## src/rtl/user_counter_bank_pkg.sv

```systemverilog
// rtl/user_counter_bank_pkg.sv - register map, CTRL bit positions and byte-lane merge helper
`timescale 1ns/1ps
package user_counter_bank_pkg;

  // Register offsets within one channel window
  localparam logic [3:0] COUNT_OFF = 4'h0;
  localparam logic [3:0] CTRL_OFF  = 4'h4;
  localparam logic [3:0] CMP_OFF   = 4'h8;
  localparam logic [3:0] STAT_OFF  = 4'hC;

  // CTRL bit indices
  localparam int CTRL_EN      = 0;
  localparam int CTRL_DOWN    = 1;
  localparam int CTRL_RELOAD  = 2;
  localparam int CTRL_IRQ_EN  = 3;
  localparam int CTRL_PSC_LSB = 8;

  // Address distance between consecutive channels
  localparam int CH_STRIDE = 16;

  // Replace only the byte lanes whose select bit is set
  function automatic logic [31:0] byte_merge(input logic [31:0] old_val,
                                             input logic [31:0] new_val,
                                             input logic [3:0]  sel);
    logic [31:0] res;
    for (int b = 0; b < 4; b++) begin
      res[8*b +: 8] = sel[b] ? new_val[8*b +: 8] : old_val[8*b +: 8];
    end
    return res;
  endfunction

endpackage

```

## src/rtl/user_counter_channel.sv

```systemverilog
// rtl/user_counter_channel.sv - one counter channel; prescaler built only with USER_COUNTER_PRESCALE_EN
`timescale 1ns/1ps
module user_counter_channel
  import user_counter_bank_pkg::*;
#(
  parameter int WIDTH = 32
) (
  input  logic             clk,
  input  logic             rst_n,
  input  logic             wr_en,
  input  logic [3:0]       reg_off,
  input  logic [31:0]      wr_data,
  input  logic [3:0]       wr_sel,
  input  logic [WIDTH-1:0] la_mask,
  input  logic [WIDTH-1:0] la_data,
  output logic [31:0]      rd_data,
  output logic [WIDTH-1:0] count,
  output logic             irq_req
);

  logic [WIDTH-1:0] count_q;
  logic [WIDTH-1:0] cmp_q;
  logic [3:0]       ctrl_q;
  logic             match_q;
  logic [7:0]       psc_val;

  logic [31:0]      wmerge;
  logic [WIDTH-1:0] count_next;
  logic             count_wr;
  logic             stat_clr;
  logic             tick;
  logic             adv;
  logic             la_active;
  logic             cond;
  logic             match_evt;
  logic             down;

  assign down      = ctrl_q[CTRL_DOWN];
  assign count_wr  = wr_en && (reg_off == COUNT_OFF);
  assign stat_clr  = wr_en && (reg_off == STAT_OFF) && wr_sel[0] && wr_data[0];
  assign la_active = |la_mask;

`ifdef USER_COUNTER_PRESCALE_EN
  logic [7:0] psc_q;
  logic [7:0] psc_cnt_q;

  assign psc_val = psc_q;
  assign tick    = ctrl_q[CTRL_EN] && (psc_cnt_q == psc_q);

  // Prescale divider: restarts on COUNT writes and while disabled
  always_ff @(posedge clk or negedge rst_n) begin
    if (!rst_n) begin
      psc_cnt_q <= 8'h0;
    end else if (!ctrl_q[CTRL_EN] || count_wr) begin
      psc_cnt_q <= 8'h0;
    end else if (tick) begin
      psc_cnt_q <= 8'h0;
    end else begin
      psc_cnt_q <= psc_cnt_q + 8'h1;
    end
  end

  // Prescale field of CTRL
  always_ff @(posedge clk or negedge rst_n) begin
    if (!rst_n) begin
      psc_q <= 8'h0;
    end else if (wr_en && (reg_off == CTRL_OFF)) begin
      psc_q <= wmerge[CTRL_PSC_LSB +: 8];
    end
  end
`else
  assign psc_val = 8'h0;
  assign tick    = ctrl_q[CTRL_EN];
`endif

  // A write to this channel or an LA preload swallows the tick for this cycle
  assign adv       = tick && !wr_en && !la_active;
  assign cond      = down ? (count_q == '0) : (count_q == cmp_q);
  assign match_evt = adv && cond;

  // Register read view, zero-extended; also the base for byte-lane writes
  always_comb begin
    rd_data = 32'h0;
    case (reg_off)
      COUNT_OFF: rd_data = 32'(count_q);
      CTRL_OFF:  rd_data = {16'h0, psc_val, 4'h0, ctrl_q};
      CMP_OFF:   rd_data = 32'(cmp_q);
      STAT_OFF:  rd_data = {31'h0, match_q};
      default:   rd_data = 32'h0;
    endcase
  end

  assign wmerge = byte_merge(rd_data, wr_data, wr_sel);

  // COUNT next value: bus write, then LA preload, then tick step/reload
  always_comb begin
    count_next = count_q;
    if (count_wr) begin
      count_next = wmerge[WIDTH-1:0];
    end else if (la_active) begin
      count_next = (count_q & ~la_mask) | (la_data & la_mask);
    end else if (adv) begin
      if (cond && ctrl_q[CTRL_RELOAD]) begin
        count_next = down ? cmp_q : '0;
      end else begin
        count_next = down ? (count_q - WIDTH'(1)) : (count_q + WIDTH'(1));
      end
    end
  end

  // Counter, CTRL, COMPARE and MATCH state
  always_ff @(posedge clk or negedge rst_n) begin
    if (!rst_n) begin
      count_q <= '0;
      cmp_q   <= '0;
      ctrl_q  <= 4'h0;
      match_q <= 1'b0;
    end else begin
      count_q <= count_next;
      if (wr_en && (reg_off == CTRL_OFF)) ctrl_q <= wmerge[3:0];
      if (wr_en && (reg_off == CMP_OFF))  cmp_q  <= wmerge[WIDTH-1:0];
      match_q <= match_evt || (match_q && !stat_clr);
    end
  end

  assign count   = count_q;
  assign irq_req = match_q && ctrl_q[CTRL_IRQ_EN];

endmodule

```

## src/rtl/user_counter_bank.sv

```systemverilog
// rtl/user_counter_bank.sv - Wishbone counter/timer bank top; optional USER_COUNTER_PRESCALE_EN prescalers
`timescale 1ns/1ps
module user_counter_bank
  import user_counter_bank_pkg::*;
#(
  parameter int          CHANNELS  = 4,
  parameter int          WIDTH     = 32,
  parameter logic [31:0] BASE_ADDR = 32'h3000_0000,
  parameter int          IO_BITS   = 30
) (
  input  logic               wb_clk_i,
  input  logic               wb_rst_ni,
  input  logic               wbs_stb_i,
  input  logic               wbs_cyc_i,
  input  logic               wbs_we_i,
  input  logic [3:0]         wbs_sel_i,
  input  logic [31:0]        wbs_dat_i,
  input  logic [31:0]        wbs_adr_i,
  output logic               wbs_ack_o,
  output logic [31:0]        wbs_dat_o,
  input  logic [31:0]        la_data_in,
  input  logic [31:0]        la_oenb,
  output logic [IO_BITS-1:0] io_out,
  output logic [IO_BITS-1:0] io_oeb,
  output logic [2:0]         user_irq
);

  logic               valid;
  logic               accept;
  logic               ack_q;
  logic [31:0]        dat_q;
  logic               irq_q;
  logic [31:0]        off;
  logic               in_range;
  logic [2:0]         ch_idx;
  logic [3:0]         reg_off;
  logic [31:0]        rd_mux;

  logic [31:0]        ch_rd    [CHANNELS];
  logic [WIDTH-1:0]   ch_count [CHANNELS];
  logic [CHANNELS-1:0] ch_irq;

  // The cycle after an ack never accepts, so accesses complete one per two cycles
  assign valid    = wbs_cyc_i && wbs_stb_i;
  assign accept   = valid && !ack_q;
  assign off      = wbs_adr_i - BASE_ADDR;
  assign in_range = off < 32'(CHANNELS * CH_STRIDE);
  assign ch_idx   = off[6:4];
  assign reg_off  = {off[3:2], 2'b00};

  for (genvar c = 0; c < CHANNELS; c++) begin : g_ch
    logic             wr_en;
    logic [WIDTH-1:0] la_mask;

    assign wr_en = accept && wbs_we_i && in_range && (ch_idx == 3'(c));

    if (c == 0) begin : g_la
      assign la_mask = ~la_oenb[WIDTH-1:0] & {WIDTH{!valid}};
    end else begin : g_no_la
      assign la_mask = '0;
    end

    user_counter_channel #(
      .WIDTH (WIDTH)
    ) u_ch (
      .clk     (wb_clk_i),
      .rst_n   (wb_rst_ni),
      .wr_en   (wr_en),
      .reg_off (reg_off),
      .wr_data (wbs_dat_i),
      .wr_sel  (wbs_sel_i),
      .la_mask (la_mask),
      .la_data (la_data_in[WIDTH-1:0]),
      .rd_data (ch_rd[c]),
      .count   (ch_count[c]),
      .irq_req (ch_irq[c])
    );
  end

  // Read mux: addressed channel's register, zero for unmapped addresses
  always_comb begin
    rd_mux = 32'h0;
    if (in_range) begin
      for (int c = 0; c < CHANNELS; c++) begin
        if (ch_idx == 3'(c)) rd_mux = ch_rd[c];
      end
    end
  end

  // Ack pulse and registered read data
  always_ff @(posedge wb_clk_i or negedge wb_rst_ni) begin
    if (!wb_rst_ni) begin
      ack_q <= 1'b0;
      dat_q <= 32'h0;
    end else begin
      ack_q <= accept;
      dat_q <= (accept && !wbs_we_i) ? rd_mux : 32'h0;
    end
  end

  // Merged, registered interrupt
  always_ff @(posedge wb_clk_i or negedge wb_rst_ni) begin
    if (!wb_rst_ni) begin
      irq_q <= 1'b0;
    end else begin
      irq_q <= |ch_irq;
    end
  end

  assign wbs_ack_o = ack_q;
  assign wbs_dat_o = dat_q;
  assign io_out    = IO_BITS'(ch_count[0]);
  assign io_oeb    = '0;
  assign user_irq  = {2'b00, irq_q};

endmodule

```

## config.mk

```make
export PLATFORM = sky130hd
export DESIGN_NAME = user_counter_bank
export DESIGN_NICKNAME = d
export VERILOG_FILES = /design/src/rtl/user_counter_bank_pkg.sv /design/src/rtl/user_counter_channel.sv /design/src/rtl/user_counter_bank.sv
export SDC_FILE = /design/constraint.sdc
export NUM_CORES = 1
export LEC_CHECK = 0
export ABC_CLOCK_PERIOD_IN_PS = 8450
export CELL_PAD_IN_SITES_DETAIL_PLACEMENT = 1
export CELL_PAD_IN_SITES_GLOBAL_PLACEMENT = 1
export CORE_MARGIN = 2
export CORE_UTILIZATION = 45
export CTS_BUF_LIST = sky130_fd_sc_hd__clkbuf_16
export DETAILED_ROUTE_END_ITERATION = 8
export PLACE_DENSITY = 0.84
export SETUP_SLACK_MARGIN = 0.5
export SKIP_LAST_GASP = 1
export SLEW_MARGIN = 5
export SYNTH_ARGS = -nofsm -noshare
export SYNTH_HDL_FRONTEND = slang
export SYNTH_SLANG_ARGS = --single-unit
export TNS_END_PERCENT = 5
```

## constraint.sdc

```tcl
create_clock -name wb_clk_i -period 8.45 [get_ports wb_clk_i]
set_clock_uncertainty 0.15 [all_clocks]
set_input_delay 2.1125 -clock wb_clk_i [delete_from_list [all_inputs] [get_ports wb_clk_i]]
set_output_delay 2.1125 -clock wb_clk_i [all_outputs]
set_load 0.05 [all_outputs]
```

==> out/qor.yml, run 1 <==
p_sw_frac: 0.325
path_max_fanout: 31
outcome: "complete, no violations"
slowest_delay_ps: 720
yosys.area_share.xor_xnor: 0.0757
clk_pin_slew_ps: 60
synth-compound-area-share: 0.235
p_switching_w: 0.00131
whs_ps: 377
muxShareOfSynthArea: 0.110
coreArea_um2: 57700
leakagePower_nw: 13.7
synth_top_family_by_area: "compound AO/OA/AOI/OAI gates"
peakVddDrop_mv: 0.165
hold_path_depth: 2
grt_pass1_wl_um: 177000
yosysSeqAreaShare: 0.296
synth_edf_count: 0
cts_buffers: 41
worst_slack_ps: 2490
multi_input_area_um2: 17400
io_pins: 233
grt_pass1_vias: 27300
drt_iter0_markers: 3425
final_max_slew_viol_count: 0
wl_per_cell_um: 29.7
yosys_warnings: 0
insertion_delay_ps: 590
ys_async_sr_fraction: 1.00
dieHeight_um: 246
crit_chain: "clkdlybuf4s50_1 > nor4_1 > nand4_1 > nor3b_2 > nand4b_1 > and2_0 > buf_4 > nor2_1 > a22o_1 > a31oi_1 > o21ai_0"
ant_nets: 0
cts_tree: "built"
first_pass_iters: 6
routed_wirelength_um: 119000
synth_cell_types: 89
start_util: 0.455
clk_path_buf_depth: 3
power_frac_seq: 0.397
cts.repair.resized: 0
cts_setup_buffers: 0
pre_cts_slack_ps: 2030
dp_hpwl_um: 87800
io_buffers: 198
viasPerCell: 6.85
syn_avg_cell_area_um2: 8.39
synth_fa_ha_area_frac: 0.0603
place.gp.congestion: 1.01
hp-class: "reg2reg"
cts.hold.buffers_added: 0
dieArea_um2: 60300
dp_cells: 3925
fmax_ghz: 0.168
power_frac_comb: 0.175
fin_setup_tns_ps: 0
cts.sinks: 310
layout.nets: 3464
critPathArrivalTime_ps: 6300
yosys.area.top_type: "dfrtp_1"
fin_cells: 4000
areaGrowthSynthToFinish_pct: 13.4
startpoint_type: "input port"
synth_top_area_frac: 0.296
root_buffer: "clkbuf_16"
period_needed_ps: 5960
cp.required_ps: 8800
synth-main-ff-cell: "dfrtp_1"
power_density_nw_per_um2: 135
synth_area_um2: 26200
rsz0062_at_grt: "false"
max_slew_margin: 0.190
yosys.area_share.simple: 0.175
globalRoute.totalOverflow: 0
grt_antenna_before_repair: 7
drc: 0
hold_violations: 0
cp-end-kind: "flop"
drive_above_1_share: 0.0730
drv_cap: 0
die_width_um: 246
final.period_utilization: 0.705
cts.htree.levels: 2
synthCells: 3127
power.internal_w: 0.00272
tightestPinTransition_ps: 1210
finalSetupViolCount: 0
fin_util: 0.516
ff_latch_area_um2: 7760
n_fill_cell: 6843
clkPwrFrac: 0.428
track_usage: 0.387
synth_area_leaders: "dfrtp_1 30%, o21ai_0 6.1%, ha_1 5.7%, nand2_1 5.7%, xor2_1 5.2%"
cpMaxStageDelayCell: "nand4b_1"
vias: 27400
ff2ff_path_depth: 11
synth_seq_cells: 310
critPathKind: "in2reg"
rows: 88
grt_max_degree: 106
through the flow:
stage | cell area, um2 | total power (W)
2_1_floorplan | 26400 | 0.00202
3_3_place_gp | 28500 | 0.00229
3_5_place_dp | 28500 | 0.00231
4_1_cts | 29800 | 0.00401
5_1_grt | 29800 | 0.00410
6_report | 29800 | 0.00403
synth_stat cells, types with 20 or more instances:
cell type and instances:
a311oi_1 25, o21a_1 32, nand2b_1 30, a221oi_1 42, nor4_1 77, xor2_1 155, buf_4 64, mux4_2 51
a21oi_1 217, a21o_1 75, nor2b_1 29, mux2_2 45, and2_1 20, nor3_1 50, a211oi_1 36, inv_1 34
nand2_1 398, clkbuf_1 148, a31oi_1 81, xnor2_1 72, nand4_1 38, nor2_1 229, dfrtp_1 310, nand3_1 49
ha_1 120, mux2i_1 120, o21ai_0 320
path summary, 6_finish.rpt:
path / start / slack (ps) / to
max in group asynchronous: wb_rst_ni / 4980 / g_ch[1].u_ch.count[22]$_DFFE_PN0P_
hold reg to reg: g_ch[2].u_ch.ctrl_q[2]$_DFFE_PN0P_ / 380 / g_ch[2].u_ch.ctrl_q[2]$_DFFE_PN0P_
setup reg to reg: g_ch[1].u_ch.ctrl_q[1]$_DFFE_PN0P_ / 4230 / g_ch[1].u_ch.count[9]$_DFFE_PN0P_
min in group asynchronous: wb_rst_ni / 1380 / g_ch[1].u_ch.count[21]$_DFFE_PN0P_
setup / recovery: wbs_adr_i[6] / 2490 / g_ch[3].u_ch.count[23]$_DFFE_PN0P_
hold / removal: g_ch[2].u_ch.ctrl_q[2]$_DFFE_PN0P_ / 380 / g_ch[2].u_ch.ctrl_q[2]$_DFFE_PN0P_
critical path, delay by kind of cell:
kind	cells	cell delay [ps]
simple gates	6	2910
compound gates	3	440
buf+inv	2	820
cells by family after synthesis:
family	count (synthesis)
AND/OR/NAND/NOR	993
AO/OA/AOI/OAI	982
flip-flops	310
buffers and inverters	273
XOR/XNOR	227
multiplexers	217
adder cells (fa/ha/maj)	124
other	1
layout by cell type, fill, tap and decap left out, types with 13 or more instances in the layout:
cell / Yosys / routed
a311oi_1: 25 / 25
o21a_1: 32 / 32
nor2_1: 229 / 229
o211ai_1: 15 / 15
o21ai_0: 320 / 320
or3_1: 13 / 13
and2_1: 20 / 21
nand2_1: 398 / 397
inv_1: 34 / 44
dfrtp_1: 310 / 307
nand2b_1: 30 / 30
nor3_1: 50 / 48
xnor2_1: 72 / 72
a221oi_1: 42 / 42
conb_1: 1 / 32
a21oi_1: 217 / 217
nand4_1: 38 / 38
mux2_2: 45 / 45
nor2b_1: 29 / 26
nand3_1: 49 / 49
o21bai_1: 13 / 13
clkdlybuf4s50_1: 0 / 193
a21o_1: 75 / 75
mux4_2: 51 / 51
mux2i_1: 120 / 120
clkbuf_16: 0 / 41
a31oi_1: 81 / 81
ha_1: 120 / 120
nor4_1: 77 / 77
a211oi_1: 36 / 36
xor2_1: 155 / 155
buf_4: 64 / 43
power groups by stage:
| stage | sequential, W | clock (W) | combinational [W] |
|---|---|---|---|
| final | 0.00160 | 0.00173 | 0.000706 |
| after global routing | 0.00160 | 0.00177 | 0.000736 |
| after CTS | 0.00159 | 0.00172 | 0.000690 |
| after detailed placement | 0.00162 | 0 | 0.000686 |
| after global placement | 0.00162 | 0 | 0.000672 |
| after floorplan | 0.00157 | 0 | 0.000445 |
layer usage:
layer	track usage	share of wire	vias up	routed length (um)
met5	0	0.00049	-	58
met3	0.0792	0.11	303	12800
met1	0.526	0.40	13800	47700
met2	0.572	0.43	1640	50900
met4	0.219	0.063	8	7520
li1	-	-	11600	-
final cells by class:
cell class	instances	area share
multi-input combinational	2575	0.583
sequential	310	0.261
timing repair buffer	241	0.0772
clock buffer	41	0.0345
tap	765	0.0322
clock inverter	33	0.00794
inverter	34	0.00429
antenna	1	0.0000841
No activity file was read; power rests on OpenSTA's default activity.
==> inputs of run 2 (changes only) <==
Settings changed: ABC_CLOCK_PERIOD_IN_PS 8450 to 5700.
Clock period 8.45 ns to 5.7 ns, I/O delays scaled along.
==> out/qor.yml, run 2 (synthesis gave the netlist of run 1 again) <==
insertion_delay_ps: 590  # about the same
holdCritStartpoint: "g_ch[2].u_ch.ctrl_q[3]$_DFFE_PN0P_"  # was g_ch[2].u_ch.ctrl_q[2]$_DFFE_PN0P_
crit_chain: "clkdlybuf4s50_1 > nor4_1 > nand4_1 > nor3b_2 > nand3b_1 > nor3_2 > buf_4 > o21ai_0 > a2bb2oi_1 > nor2_1 > a41oi_1 > o21ai_0"  # was clkdlybuf4s50_1 > nor4_1 > nand4_1 > nor3b_2 > nand4b_1 > and2_0 > buf_4 > nor2_1 > a22o_1 > a31oi_1 > o21ai_0
cts.hold.buffers_added: 0  # unchanged
ant_nets: 0  # unchanged
coreArea_um2: 57700  # unchanged
grt_antenna_before_repair: 7  # unchanged
fmax_ghz: 0.215
viasPerCell: 6.84  # was 6.85
cp.required_ps: 5990  # was 8800 ps
io_pins: 233  # unchanged
routed_wirelength_um: 120000  # was 119000 um
critPathArrivalTime_ps: 4950  # was 6300 ps
die_width_um: 246  # unchanged
cts_tree: "built"  # unchanged
first_pass_iters: 6  # unchanged
cts.sinks: 310  # unchanged
clk_path_buf_depth: 3  # unchanged
drive_above_1_share: 0.0782  # was 0.0730
final_max_slew_viol_count: 0  # unchanged
grt_pass1_vias: 27600  # was 27300
place.gp.congestion: 1.02  # was 1.01
cts_buffers: 38  # was 41
cts_setup_buffers: 0  # unchanged
drt_iter0_markers: 3396  # was 3425
outcome: "complete, no violations"  # unchanged
reg2reg_from: "g_ch[0].u_ch.ctrl_q[1]$_DFFE_PN0P_"  # was g_ch[1].u_ch.ctrl_q[1]$_DFFE_PN0P_
globalRoute.totalOverflow: 0  # unchanged
hp-class: "reg2reg"  # unchanged
drc: 0  # unchanged
fin_setup_tns_ps: 0  # unchanged
max_slew_margin: 0.242  # was 0.190
whs_ps: 386  # was 377 ps
r2r_setup_slack_ps: 1430  # was 4230 ps
areaGrowthSynthToFinish_pct: 14.0  # was 13.4%
period_needed_ps: 4660
hold_path_depth: 2  # unchanged
grt_max_degree: 129  # was 106
dp_hpwl_um: 89800  # was 87800 um
path_max_fanout: 9  # was 31
cpMaxStageDelayCell: "clkdlybuf4s50_1"  # was nand4b_1
clk_pin_slew_ps: 60  # about the same
final.period_utilization: 0.817
slowest_delay_ps: 640  # was 720 ps
root_buffer: "clkbuf_16"  # unchanged
wl_per_cell_um: 29.8  # was 29.7 um
layout.nets: 3482  # was 3464
hold_violations: 0  # unchanged
startpoint_type: "input port"  # unchanged
leakagePower_nw: 13.8  # was 13.7 nW
tightestPinTransition_ps: 1140  # was 1210 ps
track_usage: 0.391  # was 0.387
critPathKind: "in2reg"  # unchanged
critPathMostFrequentCell: "o21ai_0"
drv_cap: 0  # unchanged
final_cell_mix: "398 x nand2_1, 320 x o21ai_0, 307 x dfrtp_1, 229 x nor2_1, 217 x a21oi_1"  # was 397 x nand2_1, 320 x o21ai_0, 307 x dfrtp_1, 229 x nor2_1, 217 x a21oi_1
cts.repair.resized: 0  # unchanged
power.total_w: 0.00591  # was 0.00403 W
n_fill_cell: 6859  # was 6843
start_util: 0.455  # unchanged
layout_commonest_cell: "nand2_1"  # unchanged
dieHeight_um: 246  # unchanged
power_density_nw_per_um2: 198  # was 135 nW/um2
cp-end-kind: "flop"  # unchanged
cts.htree.levels: 2  # unchanged
rows: 88  # unchanged
ff2ff_path_depth: 12  # was 11
io_buffers: 198  # unchanged
peakVddDrop_mv: 0.159  # was 0.165 mV
holdPathEnd: "g_ch[2].u_ch.ctrl_q[3]$_DFFE_PN0P_"  # was g_ch[2].u_ch.ctrl_q[2]$_DFFE_PN0P_
dieArea_um2: 60300  # unchanged
rsz0062_at_grt: "false"  # unchanged
vias: 27500  # was 27400
finalSetupViolCount: 0  # unchanged
fin_util: 0.519  # was 0.516
grt_pass1_wl_um: 178000  # was 177000 um
-- run 2: cell types whose count changed in the layout (fill, tap and decap cells not counted), sizes merged --
cell    change
bufinv      +1
clkinv      +3
inv         -7
buf        +21
diode       +6
clkbuf      -3
-- run 2: worst max-delay path by stage --
| stage | start | end | slack [ps] | cells after the start |
|---|---|---|---|---|
| 5_1_grt | wbs_adr_i[6] | g_ch[2].u_ch.count[12]$_DFFE_PN0P_ | 830 | 12 |
| 3_3_place_gp | wbs_adr_i[6] | g_ch[2].u_ch.cmp_q[12]$_DFFE_PN0P_ | 730 | 10 |
| 2_1_floorplan | wbs_adr_i[8] | flop | 1880 | 12 |
| 3_5_place_dp | wbs_adr_i[20] | g_ch[2].u_ch.cmp_q[10]$_DFFE_PN0P_ | 620 | 10 |
| 4_1_cts | wbs_adr_i[20] | g_ch[2].u_ch.count[12]$_DFFE_PN0P_ | 1180 | 12 |
| 6_report | wbs_adr_i[6] | g_ch[2].u_ch.count[12]$_DFFE_PN0P_ | 1040 | 12 |
-- run 2: area by class of cell --
cell class / count / area (um2) / share of cell area
repair buffers: 262 / 2490 / 0.0833
multi-input cells: 2575 / 17400 / 0.580
clock inverters: 30 / 255 / 0.00853
inverters: 34 / 128 / 0.00427
well taps: 765 / 957 / 0.0320
clock buffers: 38 / 951 / 0.0318
flip-flops and latches: 310 / 7760 / 0.259
diodes: 7 / 17.5 / 0.000585
-- run 2: stage by stage --
step           cell area (um2)  cells  setup WS (ps)
6_report                 29900   4021           1040
5_1_grt                  29900   4018            834
4_1_cts                  29900   4014           1180
3_5_place_dp             28700   3946            623
3_3_place_gp             28700   3946            734
2_1_floorplan            26400   3158           1880
-- run 2: where the power goes --
group	switching (W)	total (W)	leakage, nW	internal, W
Combinational	0.000690	0.00105	8.95	0.000362
Sequential	0.000144	0.00238	4.23	0.00224
Clock	0.00108	0.00248	0.599	0.00140
-- run 2: critical path, delay by kind of cell --
| family | cells | cell delay, ps |
|---|---|---|
| AOI/OAI and AO/OA | 4 | 850 |
| and+or+nand+nor | 6 | 1810 |
| buffers and inverters | 2 | 860 |
-- run 2: layer usage --
layer / vias to the layer above / wire length (um) / track usage / share of wire
met4: 6 / 8440 / 0.243 / 0.070
met2: 1766 / 50700 / 0.569 / 0.42
met5: - / 46 / 0 / 0.00038
met1: 13700 / 47500 / 0.529 / 0.40
met3: 358 / 13300 / 0.0822 / 0.11
li1: 11600 / - / - / -
